$ cat src/rtl/csl_pkg.sv
// Shared types and helpers for the segmented carry-select adder sequencer.
// Optional early exit in csl_seq_ctrl is enabled by defining CSL_EARLY_EXIT_EN.
package csl_pkg;

    typedef enum logic [1:0] {
        IDLE,
        RUN,
        DONE
    } state_t;

    localparam int MAX_W = 64;

    // Index width for n entries, never below one bit.
    function automatic int seg_idx_w(input int n);
        int w;
        w = 1;
        while ((1 << w) < n) w++;
        return w;
    endfunction

    function automatic logic [MAX_W-1:0] seg_slice(
        input logic [MAX_W-1:0] v,
        input int               idx,
        input int               seg_w
    );
        logic [MAX_W-1:0] mask;
        mask = {MAX_W{1'b1}} >> (MAX_W - seg_w);
        return (v >> (idx * seg_w)) & mask;
    endfunction

endpackage

$ cat src/rtl/csl_seg_add.sv
// Dual-rail segment adder: forms the cin=0 and cin=1 sums in parallel,
// then the group carry picks one.
module csl_seg_add #(
    parameter int SEG_W = 4
) (
    input  logic [SEG_W-1:0] a,
    input  logic [SEG_W-1:0] b,
    input  logic             sel,
    output logic [SEG_W-1:0] sum,
    output logic             cout
);

    logic [SEG_W:0] s0;
    logic [SEG_W:0] s1;
    logic [SEG_W:0] pick;

    assign s0   = {1'b0, a} + {1'b0, b};
    assign s1   = {1'b0, a} + {1'b0, b} + {{SEG_W{1'b0}}, 1'b1};
    assign pick = sel ? s1 : s0;

    assign {cout, sum} = pick;

endmodule

$ cat src/rtl/csl_seq_ctrl.sv
// Sequencer adding one SEG_W segment per cycle, LSB first, using one shared
// carry-select segment adder. Define CSL_EARLY_EXIT_EN for zero-tail early exit.
module csl_seq_ctrl
    import csl_pkg::*;
#(
    parameter int W     = 16,
    parameter int SEG_W = 4
) (
    input  logic         clk,
    input  logic         rst,
    input  logic         in_valid,
    output logic         in_ready,
    input  logic [W-1:0] in_a,
    input  logic [W-1:0] in_b,
    input  logic         in_cin,
    output logic         out_valid,
    input  logic         out_ready,
    output logic [W-1:0] out_sum,
    output logic         out_cout,
    output logic         busy,
    output logic         seg_sel
);

    localparam int NSEG = W / SEG_W;
    localparam int IW   = seg_idx_w(NSEG);
    localparam int BW   = seg_idx_w(W);
    localparam logic [IW-1:0] LAST_IDX = IW'(NSEG - 1);

    generate
        if (SEG_W < 1 || W > MAX_W || (W % SEG_W) != 0) begin : g_bad_cfg
            $error("csl_seq_ctrl: W must be a nonzero multiple of SEG_W");
        end
    endgenerate

    state_t          state;
    state_t          state_n;
    logic [W-1:0]    a_r;
    logic [W-1:0]    b_r;
    logic [W-1:0]    result_r;
    logic            carry_r;
    logic            cout_r;
    logic [IW-1:0]   seg_idx;
    logic [BW-1:0]   seg_base;

    logic [MAX_W-1:0] a_ext;
    logic [MAX_W-1:0] b_ext;
    logic [MAX_W-1:0] a_sl;
    logic [MAX_W-1:0] b_sl;
    logic [SEG_W-1:0] seg_a;
    logic [SEG_W-1:0] seg_b;
    logic [SEG_W-1:0] seg_sum;
    logic             seg_cout;
    logic             last_seg;
    logic             early;

    assign seg_base = BW'(32'(seg_idx) * 32'(SEG_W));
    assign last_seg = (seg_idx == LAST_IDX);

    always_comb begin
        a_ext          = '0;
        b_ext          = '0;
        a_ext[W-1:0]   = a_r;
        b_ext[W-1:0]   = b_r;
        a_sl           = seg_slice(a_ext, int'(seg_idx), SEG_W);
        b_sl           = seg_slice(b_ext, int'(seg_idx), SEG_W);
        seg_a          = a_sl[SEG_W-1:0];
        seg_b          = b_sl[SEG_W-1:0];
    end

    csl_seg_add #(
        .SEG_W (SEG_W)
    ) u_seg_add (
        .a    (seg_a),
        .b    (seg_b),
        .sel  (carry_r),
        .sum  (seg_sum),
        .cout (seg_cout)
    );

`ifdef CSL_EARLY_EXIT_EN
    // Remaining operand segments all zero: only the pending carry is left.
    assign early = ((a_r >> seg_base) == '0) && ((b_r >> seg_base) == '0);
`else
    assign early = 1'b0;
`endif

    always_ff @(posedge clk or posedge rst) begin
        if (rst) begin
            state <= IDLE;
        end else begin
            state <= state_n;
        end
    end

    always_comb begin
        state_n = state;
        unique case (state)
            IDLE: begin
                if (in_valid) state_n = RUN;
            end
            RUN: begin
                if (early || last_seg) state_n = DONE;
            end
            DONE: begin
                if (out_ready) state_n = IDLE;
            end
            default: state_n = IDLE;
        endcase
    end

    always_ff @(posedge clk or posedge rst) begin
        if (rst) begin
            a_r      <= '0;
            b_r      <= '0;
            result_r <= '0;
            carry_r  <= 1'b0;
            cout_r   <= 1'b0;
            seg_idx  <= '0;
        end else begin
            case (state)
                IDLE: begin
                    if (in_valid) begin
                        a_r     <= in_a;
                        b_r     <= in_b;
                        carry_r <= in_cin;
                        seg_idx <= '0;
                    end
                end
                RUN: begin
                    if (early) begin
                        result_r <= (result_r & ~({W{1'b1}} << seg_base))
                                  | (W'(carry_r) << seg_base);
                        cout_r   <= 1'b0;
                    end else begin
                        result_r[seg_base +: SEG_W] <= seg_sum;
                        carry_r                     <= seg_cout;
                        if (last_seg) begin
                            cout_r <= seg_cout;
                        end else begin
                            seg_idx <= seg_idx + 1'b1;
                        end
                    end
                end
                default: begin
                end
            endcase
        end
    end

    assign in_ready  = (state == IDLE);
    assign out_valid = (state == DONE);
    assign busy      = (state != IDLE);
    assign seg_sel   = (state == RUN) && carry_r;
    assign out_sum   = result_r;
    assign out_cout  = cout_r;

endmodule

$ cat config.mk
export PLATFORM = sky130hd
export DESIGN_NAME = csl_seq_ctrl
export DESIGN_NICKNAME = d
export VERILOG_FILES = /design/src/rtl/csl_pkg.sv /design/src/rtl/csl_seg_add.sv /design/src/rtl/csl_seq_ctrl.sv
export SDC_FILE = /design/constraint.sdc
export NUM_CORES = 1
export LEC_CHECK = 0
export ABC_CLOCK_PERIOD_IN_PS = 3000
export BUFFER_PORTS_ARGS = -buffer_cell sky130_fd_sc_hd__buf_2
export CAP_MARGIN = 10
export CORE_AREA = 2 2 84 86
export CTS_BUF_LIST = sky130_fd_sc_hd__clkbuf_2
export DETAILED_ROUTE_END_ITERATION = 6
export DIE_AREA = 0 0 86 88
export GPL_TIMING_DRIVEN = 1
export MAX_ROUTING_LAYER = met4
export PLACE_DENSITY = 0.65
export SYNTH_ARGS = -nofsm -noshare
export SYNTH_HDL_FRONTEND = slang
export SYNTH_SLANG_ARGS = --single-unit
export TNS_END_PERCENT = 50
$ cat constraint.sdc
create_clock -name clk -period 3 [get_ports clk]
set_input_delay 0.3 -clock clk [delete_from_list [all_inputs] [get_ports clk]]
set_output_delay 0.3 -clock clk [all_outputs]
set_load 0.01 [all_outputs]
==> results by group, run 1 <==
Placed design
  – I/O Buffers: 57
  – Placed instance area: 0.00295 mm^2
  – DP Worst Slack: 0.197 ns
  – RePlAce Congestion: 0.792
  – HPWL Detailed: 3.84 mm

CTS
  – Num CTS Buffers: 5
  – Num Clock Sinks: 54
  – Clk pin slew, worst setup/hold paths: 0.27 ns
  – CTS max path bufs: 2
  – Clock root cell: clkbuf_2
  – Clk_lat worst skew: 0.45 ns
  – H-Tree Depth: 2
  – Post CTS Setup Buffer Count: 0
  – CTS tree: yes

Routing
  – Vias per cell: 4.85
  – TritonRoute pass-1 iters: 4
  – Final wirelength: 5.04 mm
  – Routed Antenna Nets: 0
  – Drt first-iter violations: 61
  – DR WL/cell: 14.1 um
  – Routed vias: 1733
  – DRC: 0

STA
  – F_max: 0.356 GHz
  – Fin Hold WS: 0.0528 ns
  – Final Max Tran Viols: 0
  – Slew headroom: 0.632
  – Least-Margin Pin Slew: 0.551 ns
  – Setup ws final: 0.187 ns
  – Final period util: 0.938
  – Worst Skew: 0.0156 ns
  – Setup repair after global routing missed its margin: false
  – Hold Fails Final Rpt: 0
  – Setup TNS: 0 ns
  – Min cycle time layout: 2.81 ns
  – # setup viols final: 0

Synthesis
  – Most common library cells after synthesis: dfrtp_1 (54), mux2_2 (33), nand2_1 (26)
  – Register area share after synthesis: 0.526
  – Post-Syn Instances: 206
  – Synth Warn #: 0
  – FFs w/ async S/R, synth: 1.00
  – Syn_nets: 255
  – Post-synth EDFFs: 0
  – Cell accounting for the most synthesized area: dfrtp_1
  – Most used DFF post-synth: dfrtp_1
  – #FFs+latches synth: 54
  – Mean Syn Cell Area: 12.5 um^2
  – Count leader, synth: dfrtp_1
  – Cell area after synthesis: 0.00257 mm^2
  – Area share of the largest cell type after synthesis: 0.526
  – Top cells by area, synth: dfrtp_1 (53%), mux2_2 (14%), mux4_2 (7.0%)
  – Synth unique cells: 32

GRT
  – Largest net degree at the start of global routing: 55
  – First-pass GRT wire length: 8.69 mm
  – Initial antenna violation count: 0
  – Overall global routing resource usage: 0.153
  – Grt ovf: 0
  – Vias in the first global route: 1767

Floorplan
  – Initial core utilization: 0.387
  – Core region area: 0.00664 mm^2
  – Chip Width: 86 um
  – Cell row count: 30
  – Die height: 88 um
  – IO Count: 58
  – DIE AREA: 0.00757 mm^2

Worst setup path
  – Crit path largest cell delay: 0.51 ns
  – Crit path max-delay family: adder cells
  – CP Max Fanout: 4
  – CP Depth: 10
  – CP arrival: 3.16 ns
  – CP endpoint kind: flop
  – Worst setup SP type: flop
  – FF-to-FF path depth: 10
  – Start-to-end type of the worst setup path: flop to flop
  – CP Data Required Time: 3.35 ns
  – WP buf/inv: 2
  – CP max-delay cell: mux4_2
  – Crit path cell chain: mux4_2, ha_1, inv_1, fa_1, inv_1, ha_1, nand2_1, nor4b_2, xor2_1, o221ai_1

Status
  – Outcome: completed

Layout
  – Total Nets Final: 325
  – Area grow syn2layout: 21.1%
  – Filler Cell Count: 625
  – Multi-input logic area: 0.00113 mm^2
  – Design area: 0.00311 mm^2
  – Seq. cell area: 0.00135 mm^2
  – Layout cell share with drive strength beyond 1: 0.422
  – Antenna diodes: 0

Power
  – Leakage: 1.49 nW
  – Maximum vdd drop: 0.520 mV
  – Overall Power: 3.83 mW
  – P per Cell Area: 1230 mW/mm^2

Flow run
  – Max-Cap Viols: 0

Hold path
  – Hold Path Depth: 2
  – Min-Delay Path Class: input pin to flop
==> layout by cell type, fill, tap and decap left out, drive strengths merged <==
master,netlist,layout
o221ai,1,1
clkinv,0,1
clkbuf,1,5
xor2,2,2
a21oi,3,3
bufinv,0,1
a21o,1,1
nand2b,2,2
and3,1,1
dfrtp,54,54
buf,5,62
ha,11,11
nor4b,1,1
mux4,8,8
and2,1,1
a211oi,1,1
inv,14,15
nand3b,1,1
nor3,1,1
xnor2,3,3
nor2,10,10
nor2b,1,1
nor3b,1,1
nor4,1,1
a22o,1,1
fa,1,1
nand2,26,26
o21ai,18,18
nand3,1,1
mux2,33,33
dlygate4sd3,0,7
o21ba,1,1
nand4,1,1
==> per-layer routing <==
layer  wire length (um)  vias to the layer above  GRT usage
li1                   -                      855          -
met3                226                        6     0.0264
met5                  0                        -          -
met4                 57                        0     0.0519
met1               2380                      824      0.204
met2               2370                       48      0.237
==> logic make-up (layout without fill, tap and decap cells) <==
kind of cell    count (synthesis)  in the layout  share of synthesized area
xor+xnor                        5              5                     0.0171
fa+ha+maj                      12             12                     0.0614
flops                          54             54                      0.526
buf+inv                        20             91                     0.0351
simple gates                   48             48                     0.0862
mux                            41             41                      0.215
compound gates                 26             26                     0.0594
==> through the flow <==
step / instances / utilization
global placement: 341 / 0.444
floorplan: 206 / -
detailed placement: 341 / 0.444
global route: 357 / 0.468
CTS: 350 / 0.455
finish: 357 / 0.468
==> registers in the layout (all words and copies together) (netlist names) <==
signal,count
a_r,16
b_r,16
carry_r,1
out_cout,1
out_sum,16
seg_idx,2
state,2
==> report_power, final <==
| part | total, mW | switching [mW] | leakage, nW | internal [mW] |
|---|---|---|---|---|
| registers | 1.26 | 0.213 | 0.669 | 1.05 |
| clock network | 0.380 | 0.237 | 0.0433 | 0.143 |
| logic | 2.19 | 1.14 | 0.777 | 1.05 |
| total | 3.83 | 1.59 | 1.49 | 2.24 |
==> repair_timing <==
item / in CTS / in global routing
hold endpoints to repair: 1 / 29
hold buffers: 1 / 6
gates resized for setup: 0 / 2
endpoints found under the setup margin: 0 / 1
==> worst reg2reg max path, cell delays in order, from the launching register on <==
cell and delay, ns:
dfrtp_2 0.48, mux4_2 0.52, ha_1 0.23, inv_1 0.07
fa_1 0.44, inv_1 0.08, ha_1 0.13, nand2_1 0.09
nor4b_2 0.32, xor2_1 0.22, o221ai_1 0.13
==> cell type report <==
cell class | count | area share
Sequential cell | 54 | 0.435
Multi-Input combinational cell | 132 | 0.362
Timing Repair Buffer | 69 | 0.132
Tap cell | 80 | 0.0322
Inverter | 14 | 0.0169
Clock inverter | 3 | 0.0141
Clock buffer | 5 | 0.00805
==> worst paths after layout <==
kind / from / end / slack [ns]
setup / recovery: seg_idx[0]$_DFFE_PP0P_ / carry_r$_DFFE_PP0P_ / 0.19
hold / removal: in_a[12] / a_r[12]$_DFFE_PP0P_ / 0.05
setup reg to reg: seg_idx[0]$_DFFE_PP0P_ / carry_r$_DFFE_PP0P_ / 0.19
hold reg to reg: out_sum[0]$_DFFE_PP0P_ / out_sum[0]$_DFFE_PP0P_ / 0.51
max in group asynchronous: rst / a_r[5]$_DFFE_PP0P_ / 2.06
min in group asynchronous: rst / out_sum[7]$_DFFE_PP0P_ / 0.38
Power figures use the tool's default switching activity.
==> run 2: changes to the inputs <==
Settings changed: CORE_AREA 2 2 84 86 to 2 2 75 77, DIE_AREA 0 0 86 88 to 0 0 77 79, PLACE_DENSITY 0.65 to 0.78.
==> run 2 against run 1 <==
Against the previous run:
- final area is 2.3% lower
- clock power is 7.1% lower
- core utilization is 10 points higher
- routed wire length is 4.0% lower
- critical path depth is 2 lower
- non-clock buffer count is 5 lower
- via count is 1.6% lower
- maximum frequency is 1.0% lower
==> results by group, run 2 (same netlist as run 1, synthesis figures left out) <==
Worst setup path
  – Worst setup SP type: flop
  – CP arrival: 3.18 ns (+0.02 ns)
  – CP endpoint kind: flop
  – Crit path max-delay family: simple AND/OR/NAND/NOR gates
  – WP buf/inv: 1 (-1)
  – Critical Path Sink: out_sum[3]$_DFFE_PP0P_
  – Start-to-end type of the worst setup path: flop to flop
  – Reg2reg end: out_sum[3]$_DFFE_PP0P_
  – Most used cell along the critical path: nor2_1
  – R2R Path Start: seg_idx[1]$_DFFE_PP0P_
  – Crit path cell chain: buf_4, mux4_2, ha_1, nor2_1, nor3b_1, nor2_1, xnor2_1, o21ai_0
  – FF-to-FF path depth: 8 (-2)
  – CP Data Required Time: 3.34 ns (about the same)
  – Reg2reg setup slack: 0.16 ns (-0.03 ns)
  – CP max-delay cell: dfrtp_2
  – CP Max Fanout: 10 (+6)
  – Crit. Startpoint: seg_idx[1]$_DFFE_PP0P_
  – Crit path largest cell delay: 0.55 ns (+0.04 ns)
  – CP Depth: 8 (-2)

Layout
  – Layout cell share with drive strength beyond 1: 0.432 (+0.00935)
  – Most frequent cells in the layout: buf_2 (57), dfrtp_1 (52), mux2_2 (33), nand2_1 (26), o21ai_0 (18)
  – Antenna diodes: 0 (unchanged)
  – Multi-input logic area: 0.00113 mm^2 (unchanged)
  – Area grow syn2layout: 18.3%
  – Seq. cell area: 0.00135 mm^2 (about the same)
  – Non-Filler Instances: 343 (-3.9%)
  – Most common cell after layout, fill and taps aside: buf_2
  – Filler Cell Count: 505 (-19%)
  – Total Nets Final: 320 (-1.5%)
  – Final Util: 0.569 (+0.101)
  – Design area: 0.00304 mm^2 (-2.3%)

Floorplan
  – Chip Width: 77 um (-10%)
  – Cell row count: 27 (-10%)
  – IO Count: 58 (unchanged)
  – DIE AREA: 0.00608 mm^2 (-20%)
  – Die height: 79 um (-10%)
  – Core region area: 0.00534 mm^2 (-20%)
  – Initial core utilization: 0.481 (+0.0946)

CTS
  – Clk_lat worst skew: 0.43 ns (-0.02 ns)
  – Clock root cell: clkbuf_2
  – Num Clock Sinks: 54 (unchanged)
  – H-Tree Depth: 2 (unchanged)
  – CTS max path bufs: 2 (unchanged)
  – Clk pin slew, worst setup/hold paths: 0.27 ns (about the same)
  – Num CTS Buffers: 5 (unchanged)
  – CTS tree: yes

STA
  – Hold Fails Final Rpt: 0 (unchanged)
  – Final Max Tran Viols: 0 (unchanged)
  – Setup TNS: 0 ns (unchanged)
  – Worst Skew: 0.0245 ns (+0.00889 ns)
  – Final period util: 0.947 (+0.00968)
  – Least-Margin Pin Slew: 0.452 ns (-0.0988 ns)
  – Setup ws final: 0.158 ns (-0.0290 ns)
  – Setup repair after global routing missed its margin: false
  – Min cycle time layout: 2.84 ns (+0.0290 ns)
  – Slew headroom: 0.698 (+0.0658)
  – F_max: 0.352 GHz (-1.0%)
  – # setup viols final: 0 (unchanged)

Routing
  – Final wirelength: 4.84 mm (-4.0%)
  – Drt first-iter violations: 91 (+49%)
  – DR WL/cell: 14.1 um (-0.11%)
  – Routed Antenna Nets: 0 (unchanged)
  – DRC: 0 (unchanged)
  – TritonRoute pass-1 iters: 4 (unchanged)
  – Routed vias: 1706 (-1.6%)
  – Vias per cell: 4.97 (+2.5%)

Status
  – Outcome: completed

GRT
  – Grt ovf: 0 (unchanged)
  – Overall global routing resource usage: 0.173 (+0.0202)
  – Vias in the first global route: 1716 (-2.9%)
  – First-pass GRT wire length: 8.10 mm (-6.8%)
  – Initial antenna violation count: 0 (unchanged)
  – Largest net degree at the start of global routing: 55 (unchanged)

Flow run
  – Max-Cap Viols: 0 (unchanged)

Placed design
  – Placed instance area: 0.00293 mm^2 (-0.59%)
  – Inst Count DP: 332 (-2.6%)
  – DP Worst Slack: 0.0545 ns (-0.142 ns)
  – RePlAce Congestion: 0.830 (+4.7%)
  – HPWL Detailed: 3.60 mm (-6.0%)
  – I/O Buffers: 57 (unchanged)

Hold path
  – Hold path startpoint: out_ready
  – Min-Delay Path Class: input pin to flop

Power
  – P per Cell Area: 1270 mW/mm^2 (+3.0%)
  – Leakage: 1.46 nW (-1.9%)
  – Maximum vdd drop: 0.776 mV (+49%)
run 2: cell count changes in the layout (fill, tap and decap cells not counted), sizes merged:
cell         before  now
buf              62   63
dlygate4sd3       7    1
inv              15   14
run 2: stage by stage:
step                      hold slack [ns]  total power [mW]
after floorplan                     0.408              2.90
after global placement              0.456              3.40
after detailed placement            0.465              3.49
after CTS                          0.0150              3.86
after global routing               0.0107              4.19
final                              0.0243              3.85
run 2: per-layer routing:
layer	GRT usage	wire length, um	up-vias
li1	-	-	839
met1	0.227	2160	809
met2	0.280	2380	51
met3	0.0386	253	7
met4	0.0411	40	0
met5	-	0	-
run 2: power breakdown:
part	internal (mW)	switching (mW)
Sequential	1.05	0.210
Combinational	1.06	1.18
Clock	0.134	0.219
Total	2.24	1.61
run 2: worst min-delay path by stage:
stage	to	slack, ns	cells past startpoint
2_1_floorplan	state[1]$_DFFE_PP0P_	0.41	1
3_3_place_gp	out_sum[8]$_DFFE_PP0P_	0.46	2
3_5_place_dp	out_sum[8]$_DFFE_PP0P_	0.46	2
4_1_cts	state[1]$_DFFE_PP0P_	0.02	2
5_1_grt	state[1]$_DFFE_PP0P_	0.01	2
6_report	state[1]$_DFFE_PP0P_	0.02	2
run 2: area by class of cell:
class | count | share of cell area
flip-flops and latches | 54 | 0.445
multi-input cells | 132 | 0.371
repair buffers | 64 | 0.117
well taps | 72 | 0.0296
inverters | 14 | 0.0173
clock inverters | 2 | 0.0111
clock buffers | 5 | 0.00823
run 2: what timing repair did:
| action | CTS | global route |
|---|---|---|
| setup endpoints to repair | 0 | 7 |
| hold buffers | 0 | 1 |
| setup buffers | 0 | 2 |
| gates resized for setup | 0 | 3 |
| hold endpoints to repair | 0 | 17 |
run 2: worst register-to-register path, cell delays in order (launching register included):
cell and delay, ns:
dfrtp_2 0.55, buf_4 0.19, mux4_2 0.49, ha_1 0.35, nor2_1 0.07, nor3b_1 0.40
nor2_1 0.12, xnor2_1 0.39, o21ai_0 0.19
==> run 3: changes to the inputs <==
Settings changed: ABC_CLOCK_PERIOD_IN_PS 3000 to 3100, CORE_AREA 2 2 75 77 to 2 2 71 73, DIE_AREA 0 0 77 79 to 0 0 73 75, PLACE_DENSITY 0.78 to 0.83.
Clock period 3 ns to 3.1 ns, I/O delays scaled along.
==> run 3 against run 2 <==
Against the previous run:
- combinational power is 5% lower
- die area fell by 10%
- final cell count decreased by 5.2%
- setup slack better by 0.090 ns
- highest routed layer unchanged
- routed wire length up 1.0%
- clock power is 2% lower
- core utilization increased by 7.6 points
==> results by group, run 3 (same netlist as run 1, synthesis figures left out) <==
Worst setup path
  – CP endpoint kind: flop
  – CP Data Required Time: 3.44 ns (+0.10 ns)
  – Crit path cell chain: mux4_2, ha_1, inv_1, fa_1, inv_1, ha_1, nand2_1, nor4b_2, xor2_1, o221ai_1
  – WP buf/inv: 2 (+1)
  – Crit path max-delay family: adder cells
  – CP Max Fanout: 10 (unchanged)
  – R2R Path Start: seg_idx[1]$_DFFE_PP0P_
  – CP Depth: 10 (+2)
  – Crit path largest cell delay: 0.67 ns (+0.12 ns)
  – CP arrival: 3.19 ns (about the same)
  – Crit. Startpoint: seg_idx[1]$_DFFE_PP0P_
  – CP max-delay cell: dfrtp_1
  – FF-to-FF path depth: 10 (+2)
  – Worst setup SP type: flop
  – Start-to-end type of the worst setup path: flop to flop

Power
  – Maximum vdd drop: 0.557 mV (-28%)
  – Psw: 1.55 mW (-3.8%)
  – Share of total power in sequential cells: 0.333 (+0.006)
  – Clk pwr share: 0.094 (+0.002)
  – P per Cell Area: 1230 mW/mm^2 (-2.8%)
  – Comb pwr share: 0.574 (-0.008)
  – Leakage: 1.47 nW (+0.24%)
  – Net Sw Frac: 0.418 (about the same)
  – Internal power: 2.16 mW (-3.7%)

Layout
  – Antenna diodes: 0 (unchanged)
  – Layout cell share with drive strength beyond 1: 0.428 (-0.00369)
  – Most common cell after layout, fill and taps aside: buf_2
  – Area grow syn2layout: 17.1%
  – Non-Filler Instances: 325 (-5.2%)
  – Filler Cell Count: 366 (-28%)
  – Total Nets Final: 319 (-0.31%)
  – Most frequent cells in the layout: buf_2 (57), dfrtp_1 (54), mux2_2 (33), nand2_1 (26), o21ai_0 (18)

Routing
  – Routed Antenna Nets: 0 (unchanged)
  – Final wirelength: 4.89 mm (+1.0%)
  – Vias per cell: 5.48 (+10%)
  – DRC: 0 (unchanged)
  – DR WL/cell: 15.0 um (+6.6%)
  – TritonRoute pass-1 iters: 4 (unchanged)
  – Drt first-iter violations: 68 (-25%)
  – Routed vias: 1782 (+4.5%)

Placed design
  – I/O Buffers: 57 (unchanged)
  – Inst Count DP: 315 (-5.1%)
  – HPWL Detailed: 3.84 mm (+6.5%)
  – RePlAce Congestion: 0.870 (+4.9%)

Floorplan
  – Chip Width: 73 um (-5.2%)
  – DIE AREA: 0.00548 mm^2 (-10%)
  – Core region area: 0.00466 mm^2 (-13%)
  – Initial core utilization: 0.551 (+0.0699)
  – Die height: 75 um (-5.1%)
  – Cell row count: 25 (-7.4%)
  – IO Count: 58 (unchanged)

GRT
  – Grt ovf: 0 (unchanged)
  – Initial antenna violation count: 0 (unchanged)
  – Overall global routing resource usage: 0.210 (+0.0364)
  – Vias in the first global route: 1841 (+7.3%)
  – Largest net degree at the start of global routing: 55 (unchanged)
  – First-pass GRT wire length: 8.36 mm (+3.2%)

Status
  – Outcome: completed

CTS
  – Num CTS Buffers: 5 (unchanged)
  – CTS max path bufs: 2 (unchanged)
  – PostCTS Resize Cnt: 0 (unchanged)
  – Clk_lat worst skew: 0.44 ns (about the same)
  – Clk pin slew, worst setup/hold paths: 0.25 ns (-0.02 ns)
  – CTS tree: yes
  – H-Tree Depth: 2 (unchanged)
  – Clock root cell: clkbuf_2
  – Num Clock Sinks: 54 (unchanged)

STA
  – Final Max Tran Viols: 0 (unchanged)
  – Final period util: 0.920 (-0.0273)
  – # setup viols final: 0 (unchanged)
  – Min cycle time layout: 2.85 ns (+0.0101 ns)
  – F_max: 0.351 GHz (-0.35%)
  – Slew headroom: 0.668 (-0.0300)
  – Hold Fails Final Rpt: 0 (unchanged)
  – Least-Margin Pin Slew: 0.497 ns (+0.0449 ns)
  – Worst Skew: 0.0121 ns (-0.0124 ns)
  – Setup TNS: 0 ns (unchanged)
  – Setup repair after global routing missed its margin: false

Hold path
  – Min-Delay Path Class: input pin to flop
  – Hold Path Depth: 2 (unchanged)
  – Hold path startpoint: out_ready

Flow run
  – Max-Cap Viols: 0 (unchanged)
==> run 3: timing repair <==
action / in CTS / in global routing
setup buffers: 0 / 0
hold buffers: 0 / 1
endpoints found under the hold margin: 0 / 10
==> run 3: power by group through the flow <==
stage	Combinational, mW	Sequential, mW	Clock (mW)
finish	2.13	1.23	0.347
global route	2.38	1.28	0.381
CTS	2.14	1.24	0.356
detailed placement	2.13	1.26	0
global placement	2.06	1.24	0
floorplan	1.62	1.18	0
==> run 3: final cells by class <==
cell class | instances | area, um^2 | share of cell area
Tap cell | 54 | 67.6 | 0.0225
Clock inverter | 3 | 40.0 | 0.0133
Clock buffer | 5 | 25.0 | 0.00832
Timing Repair Buffer | 63 | 345 | 0.115
Multi-Input combinational cell | 132 | 1130 | 0.375
Inverter | 14 | 52.6 | 0.0175
Sequential cell | 54 | 1350 | 0.449
==> run 3: final timing paths <==
path                                     endpoint  slack, ns
setup / recovery              carry_r$_DFFE_PP0P_       0.25
hold / removal               state[1]$_DFFE_PP0P_       0.04
setup reg to reg              carry_r$_DFFE_PP0P_       0.25
hold reg to reg            out_sum[6]$_DFFE_PP0P_       0.51
max in group asynchronous    out_cout$_DFFE_PP0P_       2.31
min in group asynchronous  out_sum[7]$_DFFE_PP0P_       0.29
==> run 3: per-stage QoR <==
step | setup WS, ns | util | power (mW) | area [um^2] | hold slack [ns]
after floorplan | 0.194 | - | 2.80 | 2570 | 0.418
after global placement | 0.388 | 0.625 | 3.30 | 2910 | 0.457
after detailed placement | 0.287 | 0.625 | 3.39 | 2910 | 0.465
after CTS | 0.244 | 0.639 | 3.73 | 2980 | 0.0352
after global routing | 0.0347 | 0.646 | 4.03 | 3010 | 0.00204
final | 0.248 | 0.646 | 3.71 | 3010 | 0.0419
==> run 3: per-layer routing <==
| metal | part of all wire | track usage |
|---|---|---|
| met2 | 0.51 | 0.349 |
| met4 | 0.026 | 0.0782 |
| met3 | 0.040 | 0.0442 |
| met1 | 0.43 | 0.253 |
| met5 | 0 | - |
